--- config.mk ---
export PLATFORM = sky130hd
export DESIGN_NAME = tile_dispatcher
export DESIGN_NICKNAME = d
export VERILOG_FILES = /design/src/rtl/tile_dispatcher_pkg.sv /design/src/rtl/tile_dispatcher_prio_pick.sv /design/src/rtl/tile_dispatcher.sv
export SDC_FILE = /design/constraint.sdc
export NUM_CORES = 1
export LEC_CHECK = 0
export CORE_ASPECT_RATIO = 0.7
export CORE_MARGIN = 2
export CORE_UTILIZATION = 59
export DETAILED_ROUTE_END_ITERATION = 8
export GPL_TIMING_DRIVEN = 0
export PLACE_DENSITY = 0.82
export RECOVER_POWER = 50
export SLEW_MARGIN = 20
export SYNTH_ARGS = -nofsm -noshare
export SYNTH_HDL_FRONTEND = slang
export SYNTH_HIERARCHICAL = 1
export SYNTH_SLANG_ARGS = --single-unit
--- constraint.sdc ---
create_clock -name in_clk -period 3.2 [get_ports in_clk]
set_clock_uncertainty 0.15 [all_clocks]
set_input_delay 0.48 -clock in_clk [delete_from_list [all_inputs] [get_ports in_clk]]
set_output_delay 0.48 -clock in_clk [all_outputs]
set_load 0.02 [all_outputs]
--- src/rtl/tile_dispatcher_pkg.sv ---
// Shared FSM encodings, default widths and a small popcount helper for the tile dispatcher.
package tile_dispatcher_pkg;

  localparam int DEF_NUM_PROC    = 2;
  localparam int DEF_INDEX_WIDTH = 8;

  typedef enum logic [2:0] {
    ST_IDLE  = 3'd0,
    ST_PICK  = 3'd1,
    ST_OFFER = 3'd2,
    ST_DRAIN = 3'd3,
    ST_FIN   = 3'd4
  } state_t;

  // Up to eight processors, so an 8-bit popcount covers every legal NUM_PROC.
  function automatic logic [3:0] popcount8(input logic [7:0] v);
    logic [3:0] c;
    c = '0;
    for (int i = 0; i < 8; i++) begin
      c = c + 4'(v[i]);
    end
    return c;
  endfunction

endpackage

--- src/rtl/tile_dispatcher_prio_pick.sv ---
// Lowest-index request encoder: one-hot grant plus valid, purely combinational.
module prio_pick #(
  parameter int N = 2
) (
  input  logic [N-1:0] req,
  output logic [N-1:0] grant,
  output logic         vld
);

  // Two's-complement trick isolates the lowest set bit.
  assign grant = req & (~req + N'(1));
  assign vld   = |req;

endmodule

--- src/rtl/tile_dispatcher.sv ---
// Walks an mu x mu tile grid row-major, offering each (row,col) to the lowest idle processor.
// Start to first index_ready is 2 cycles; an offer is held until the chosen processor acks.
module tile_dispatcher
  import tile_dispatcher_pkg::*;
#(
  parameter int NUM_PROC    = DEF_NUM_PROC,
  parameter int INDEX_WIDTH = DEF_INDEX_WIDTH,
  parameter int CNT_WIDTH   = 2 * INDEX_WIDTH
) (
  input  logic                   in_clk,
  input  logic                   in_reset,
  input  logic                   in_start,
  input  logic [INDEX_WIDTH-1:0] in_mu,
  input  logic [NUM_PROC-1:0]    in_index_ack,
  input  logic [NUM_PROC-1:0]    in_result_ready,
  output logic [INDEX_WIDTH-1:0] out_row_index,
  output logic [INDEX_WIDTH-1:0] out_col_index,
  output logic [INDEX_WIDTH-1:0] out_mu,
  output logic [NUM_PROC-1:0]    out_index_ready,
  output logic                   out_busy,
  output logic                   out_done,
  output logic [CNT_WIDTH-1:0]   out_tiles_done
);

  state_t                 state_q, state_d;
  logic [INDEX_WIDTH-1:0] mu_q, row_q, col_q;
  logic [CNT_WIDTH-1:0]   total_q, issued_q, completed_q;
  logic [NUM_PROC-1:0]    busy_q, rr_q, offer_q;
  logic                   busy_out_q, done_q;

  logic [NUM_PROC-1:0]    grant;
  logic                   grant_vld;
  logic [NUM_PROC-1:0]    comp_edge;
  logic [7:0]             edge_pad;
  logic                   ack_hit;
  logic                   start_acc, pick_fire, ack_fire, fin;

  // Selection sees the busy mask from before this cycle's completions.
  prio_pick #(.N(NUM_PROC)) u_pick (
    .req   (~busy_q),
    .grant (grant),
    .vld   (grant_vld)
  );

  assign comp_edge = in_result_ready & ~rr_q & busy_q;
  assign ack_hit   = |(in_index_ack & offer_q);

  always_comb begin
    edge_pad                = '0;
    edge_pad[NUM_PROC-1:0]  = comp_edge;
  end

  always_ff @(posedge in_clk or negedge in_reset) begin
    if (!in_reset) begin
      state_q <= ST_IDLE;
    end else begin
      state_q <= state_d;
    end
  end

  always_comb begin
    state_d   = state_q;
    start_acc = 1'b0;
    pick_fire = 1'b0;
    ack_fire  = 1'b0;
    fin       = 1'b0;
    case (state_q)
      ST_IDLE: begin
        if (in_start) begin
          start_acc = 1'b1;
          state_d   = (in_mu == '0) ? ST_FIN : ST_PICK;
        end
      end
      ST_PICK: begin
        if (grant_vld) begin
          pick_fire = 1'b1;
          state_d   = ST_OFFER;
        end
      end
      ST_OFFER: begin
        if (ack_hit) begin
          ack_fire = 1'b1;
          state_d  = ((issued_q + CNT_WIDTH'(1)) < total_q) ? ST_PICK : ST_DRAIN;
        end
      end
      ST_DRAIN: begin
        if (completed_q == total_q) begin
          state_d = ST_FIN;
        end
      end
      ST_FIN: begin
        fin     = 1'b1;
        state_d = ST_IDLE;
      end
      default: state_d = ST_IDLE;
    endcase
  end

  always_ff @(posedge in_clk or negedge in_reset) begin
    if (!in_reset) begin
      mu_q        <= '0;
      row_q       <= '0;
      col_q       <= '0;
      total_q     <= '0;
      issued_q    <= '0;
      completed_q <= '0;
      busy_q      <= '0;
      rr_q        <= '0;
      offer_q     <= '0;
      busy_out_q  <= 1'b0;
      done_q      <= 1'b0;
    end else begin
      rr_q   <= in_result_ready;
      busy_q <= (busy_q & ~comp_edge) | (ack_fire ? offer_q : '0);

      if (start_acc) begin
        mu_q        <= in_mu;
        total_q     <= CNT_WIDTH'(in_mu) * CNT_WIDTH'(in_mu);
        issued_q    <= '0;
        row_q       <= '0;
        col_q       <= '0;
        completed_q <= '0;
        busy_out_q  <= 1'b1;
        done_q      <= 1'b0;
      end else begin
        completed_q <= completed_q + CNT_WIDTH'(popcount8(edge_pad));
      end

      if (pick_fire) begin
        offer_q <= grant;
      end

      if (ack_fire) begin
        offer_q  <= '0;
        issued_q <= issued_q + CNT_WIDTH'(1);
        if (col_q == mu_q - INDEX_WIDTH'(1)) begin
          col_q <= '0;
          row_q <= row_q + INDEX_WIDTH'(1);
        end else begin
          col_q <= col_q + INDEX_WIDTH'(1);
        end
      end

      if (fin) begin
        done_q     <= 1'b1;
        busy_out_q <= 1'b0;
      end
    end
  end

  assign out_row_index   = row_q;
  assign out_col_index   = col_q;
  assign out_mu          = mu_q;
  assign out_index_ready = offer_q;
  assign out_busy        = busy_out_q;
  assign out_done        = done_q;
  assign out_tiles_done  = completed_q;

endmodule
==> results.md <==
* Count of flip-flops with a built-in enable after synthesis at 0
* Top routing layer in use: met4
* Slowest cell on the critical path: fa_1
* Logic gate share of total power at 0.518
* Placement-stage cell area at about 7200 µm²
* Leading cell types by total area after synthesis: dfrtp_1, ha_1, fa_1
* Power per unit of standard cell area at ~700 nW/µm²
* Share of the yosys chip area belonging to registers at 0.325
* Maximum fanout count along the critical path at 5
* Inserted Clock Buffers at 9
* Class of the tightest hold or removal check: input port to flop
* Worst hold path stage count at 3
* Synthesized flop and latch total at 81
* Horiz. Die Dim at 127 µm
* TritonCTS clock tree: built
* Ordered cell list for the critical path: buf_8 > clkbuf_16 > and2_4 > ha_4 > or2_4 > fa_1 > fa_1 > inv_2 > fa_1 > inv_2 > ha_4 > nand2_4 > o21ai_4 > o41ai_4 > buf_4 > xor2_1 > o21ai_1
* End-of-flow core utilization at 0.769
* Most common cell in the synthesized netlist: dfrtp_1
* Total number of clock tree sinks at 81
* Area growth from synthesis to final layout at 27.5%
* Critical Setup Path Class: input port to flop
* Worst Setup Slack post-DPL at -2.01 ns
* Largest area contributor in the synthesized netlist: dfrtp_1
* Detailed-route wire length at 17000 µm
* Crit path top cell by count: fa_1
* DRC violations left at 0
* Sum of internal, switching and leakage power at 5.53 mW
* Drt first-iter violations at 343
* Min-Delay Startpoint: in_mu[7]
* Total iterations of the first detailed-routing run at 4
* Cell area after layout at 7940 µm²
* Starting utilization of the core area at 0.604
* Violations in the final reports: setup timing
* First-pass GRT wire length at between 20000 and 30000 µm
* Final Hold Slack at 0.281 ns
* Number of antenna violations at the first check in global routing at 0
* Routed length per placed instance at roughly 19 µm
* Metal3 WL at 1240 µm
* Worst hold path endpoint: out_mu[7]
* Synth top area share at 0.325
* Synth cell types at 59
* Part of the power in the clock network at 0.214
* Worst reg-to-reg path cell count at 12
* Arrival time at the worst endpoint at 4.12 ns
* Actual slew at the worst max-slew pin at 1.02 ns
* Placed wire-length estimate at around 12000 µm
* Routed vias/inst at ~6.0
* Startpoint type of the worst setup path: input port
* Nets@finish at 857
* Total I/O pin count at 59
* Aggregate global routing overflow at 0
* Final hold violations at 0
* Insertion delay of the later-clocked pin in the worst-skew pair at approximately 0.34 ns
* Cell type group with the largest total delay on the critical path: adder cells
* Floorplan die area at 11400 µm²
* Outcome: complete, but fails checks
* Cell chosen for the clock root: clkbuf_16
* VDD IR max at ~0.00032 V
* CTS clk-pin slew, worst paths at 0.06 ns
* All-layer global routing usage at 0.313
* Number of I/O port buffers at 56
* Register-to-Register Setup Slack at 0.13 ns
* Share of power burned in registers at 0.269
* Switching fraction of total power at 0.414
* Fraction of layout cells with a size suffix above 1 at 0.173
* Synthesized netlist cell count at 678
* Internal power summed over all cells at around 3.2 mW
* Share of async-settable or async-resettable flops after synthesis at 1.00
* Endpoint of the lowest-slack register-to-register path: state_q[1]
* Leading post-synthesis cells by instance count: dfrtp_1, inv_1, nand2_1, ha_1, o21ai_0
* Most used flip-flop cell after synthesis: dfrtp_1
* Wire length on met2 at 8020 µm
* Maximum achievable frequency at 246 MHz
* Total number of H-tree levels at 3
* Post-synth design cell area at approximately 6200 µm²
* Min Clock Period, post-route at approximately 4.1 ns
* Routability cong. at around 0.86
* Maximum capacitance violations at 0
* Placeable Area at roughly 10000 µm²
* Worst rel slew slack at 0.320
* Number of nets produced by synthesis at 768
* Vias in the first global route at between 5000 and 6000
* Leakage power total at 3.75 nW
* Remaining number of nets flagged by the antenna check after routing at 0
* RR Startpoint: issued_q[1]
* Type of destination of the critical path: flop
* Vias after detailed routing at 5452
* Clock Path Buffers at 2
* Ys Warns at 6
* DIE HEIGHT at 90.0 µm
* CP max stage delay at approximately 0.55 ns
* Setup repair after global routing missed its margin: true
* Maximum number of pins on one net before global-route repair at 43
* Fin worst setup slack at -0.868 ns
* Buf+Inv Stages, Crit Path at 5
* Metal1 wirelength at around 7300 µm
* Sw power at between 2 and 2.5 mW
* Critical Path RT at 3.25 ns
* Mean post-synth cell area at 9.18 µm²
* Antenna fix cells at 0
* Standard-cell row count at 31
* Count of final setup violators at 10
* Count of pins over their slew limit at 0
* Post-route fraction of the period consumed by the critical path at 1.27
* Critical path startpoint: in_mu[4]
-- layer usage --
layer  up-vias  global-route usage
met5         -                   0
met4         0              0.0907
met3        48              0.0649
met2       237               0.500
met1      2689               0.434
li1       2478                   -
-- layout make-up --
type,count,area [µm²]
Inverter,70,263
Clock inverter,5,105
Buffer,28,221
Clock buffer,10,229
Tap cell,132,165
Multi-Input combinational cell,498,4180
Timing Repair Buffer,79,752
Sequential cell,81,2030
Fill cell,665,2380
-- cells by family (layout without fill, tap and decap cells) --
kind of cell	after synthesis	in the layout	synth area share
flops	81	81	0.325
buf+inv	99	192	0.0665
simple gates	228	228	0.191
compound gates	119	119	0.127
fa+ha+maj	75	75	0.182
mux	6	6	0.00964
xor+xnor	70	70	0.0985
-- power groups by stage --
stage | Combinational, mW | Clock, mW | Sequential, mW
finish | 2.86 | 1.18 | 1.48
global placement | 2.24 | 0 | 1.48
global route | 3.08 | 1.23 | 1.52
detailed placement | 2.36 | 0 | 1.49
CTS | 2.63 | 1.19 | 1.47
floorplan | 1.69 | 0 | 1.48
-- registers in the layout, indices dropped and copies added, names as in the netlist --
register         cells
total_q             14
out_index_ready      2
out_tiles_done      16
rr_q                 2
out_done             1
out_col_index        8
state_q              3
issued_q            16
out_row_index        8
busy_q               2
out_busy             1
out_mu               8
-- per-stage QoR --
| step | setup TNS (ns) | std cells |
|---|---|---|
| floorplan | -6.43 | 678 |
| global placement | -125.99 | 866 |
| detailed placement | -21.73 | 867 |
| CTS | -6.58 | 896 |
| global route | -8.22 | 903 |
| finish | -7.00 | 903 |
-- worst register-to-register path, cell delays in order (launching register included) --
cell	delay [ns]
dfrtp_1	0.40
ha_1	0.24
and3_4	0.23
and3_1	0.22
nand3_1	0.13
xnor2_1	0.18
ha_1	0.31
and4_1	0.18
nand3_1	0.10
or2_2	0.31
o22ai_1	0.16
nor4_1	0.09
nor4_1	0.27
-- how the worst max path moves through the flow --
stage | endpoint | slack, ns | cells past startpoint
after floorplan | total_q[14] | -0.90 | 15
after global placement | total_q[14] | -1.85 | 16
after detailed placement | total_q[14] | -2.01 | 16
after CTS | total_q[11] | -0.82 | 17
after global routing | total_q[15] | -1.00 | 17
final | total_q[11] | -0.87 | 17
-- placed cells by master, fill, tap and decap left out, types with 7 or more instances in the layout --
master / synthesis / layout
fa_1: 26 / 20
nand2_1: 66 / 61
nand3_1: 20 / 20
xnor2_1: 36 / 34
nor3_1: 9 / 7
dfrtp_1: 81 / 81
inv_2: 0 / 13
clkbuf_16: 0 / 11
ha_1: 49 / 39
nor4_1: 7 / 7
ha_4: 0 / 10
buf_4: 3 / 23
xor2_1: 34 / 33
clkdlybuf4s50_1: 0 / 38
dlygate4sd3_1: 0 / 12
and2_4: 0 / 7
o21ai_0: 43 / 26
a21o_1: 8 / 8
a22o_1: 17 / 17
and2_1: 22 / 15
nor2_1: 41 / 38
nand4_1: 11 / 11
nand2b_1: 9 / 9
inv_1: 70 / 57
o21ai_1: 0 / 14
clkbuf_1: 20 / 16
buf_6: 4 / 9
and3_1: 13 / 12
a21oi_1: 19 / 17
-- repair_timing --
action                                 4_1_cts  5_1_grt
resized for setup                           63       25
buffers inserted                            13        8
setup endpoints to repair                   14       13
hold buffers                                 1        0
endpoints found under the hold margin       39        0
pin swaps                                   37       31
No activity file was read; power rests on OpenSTA's default activity.
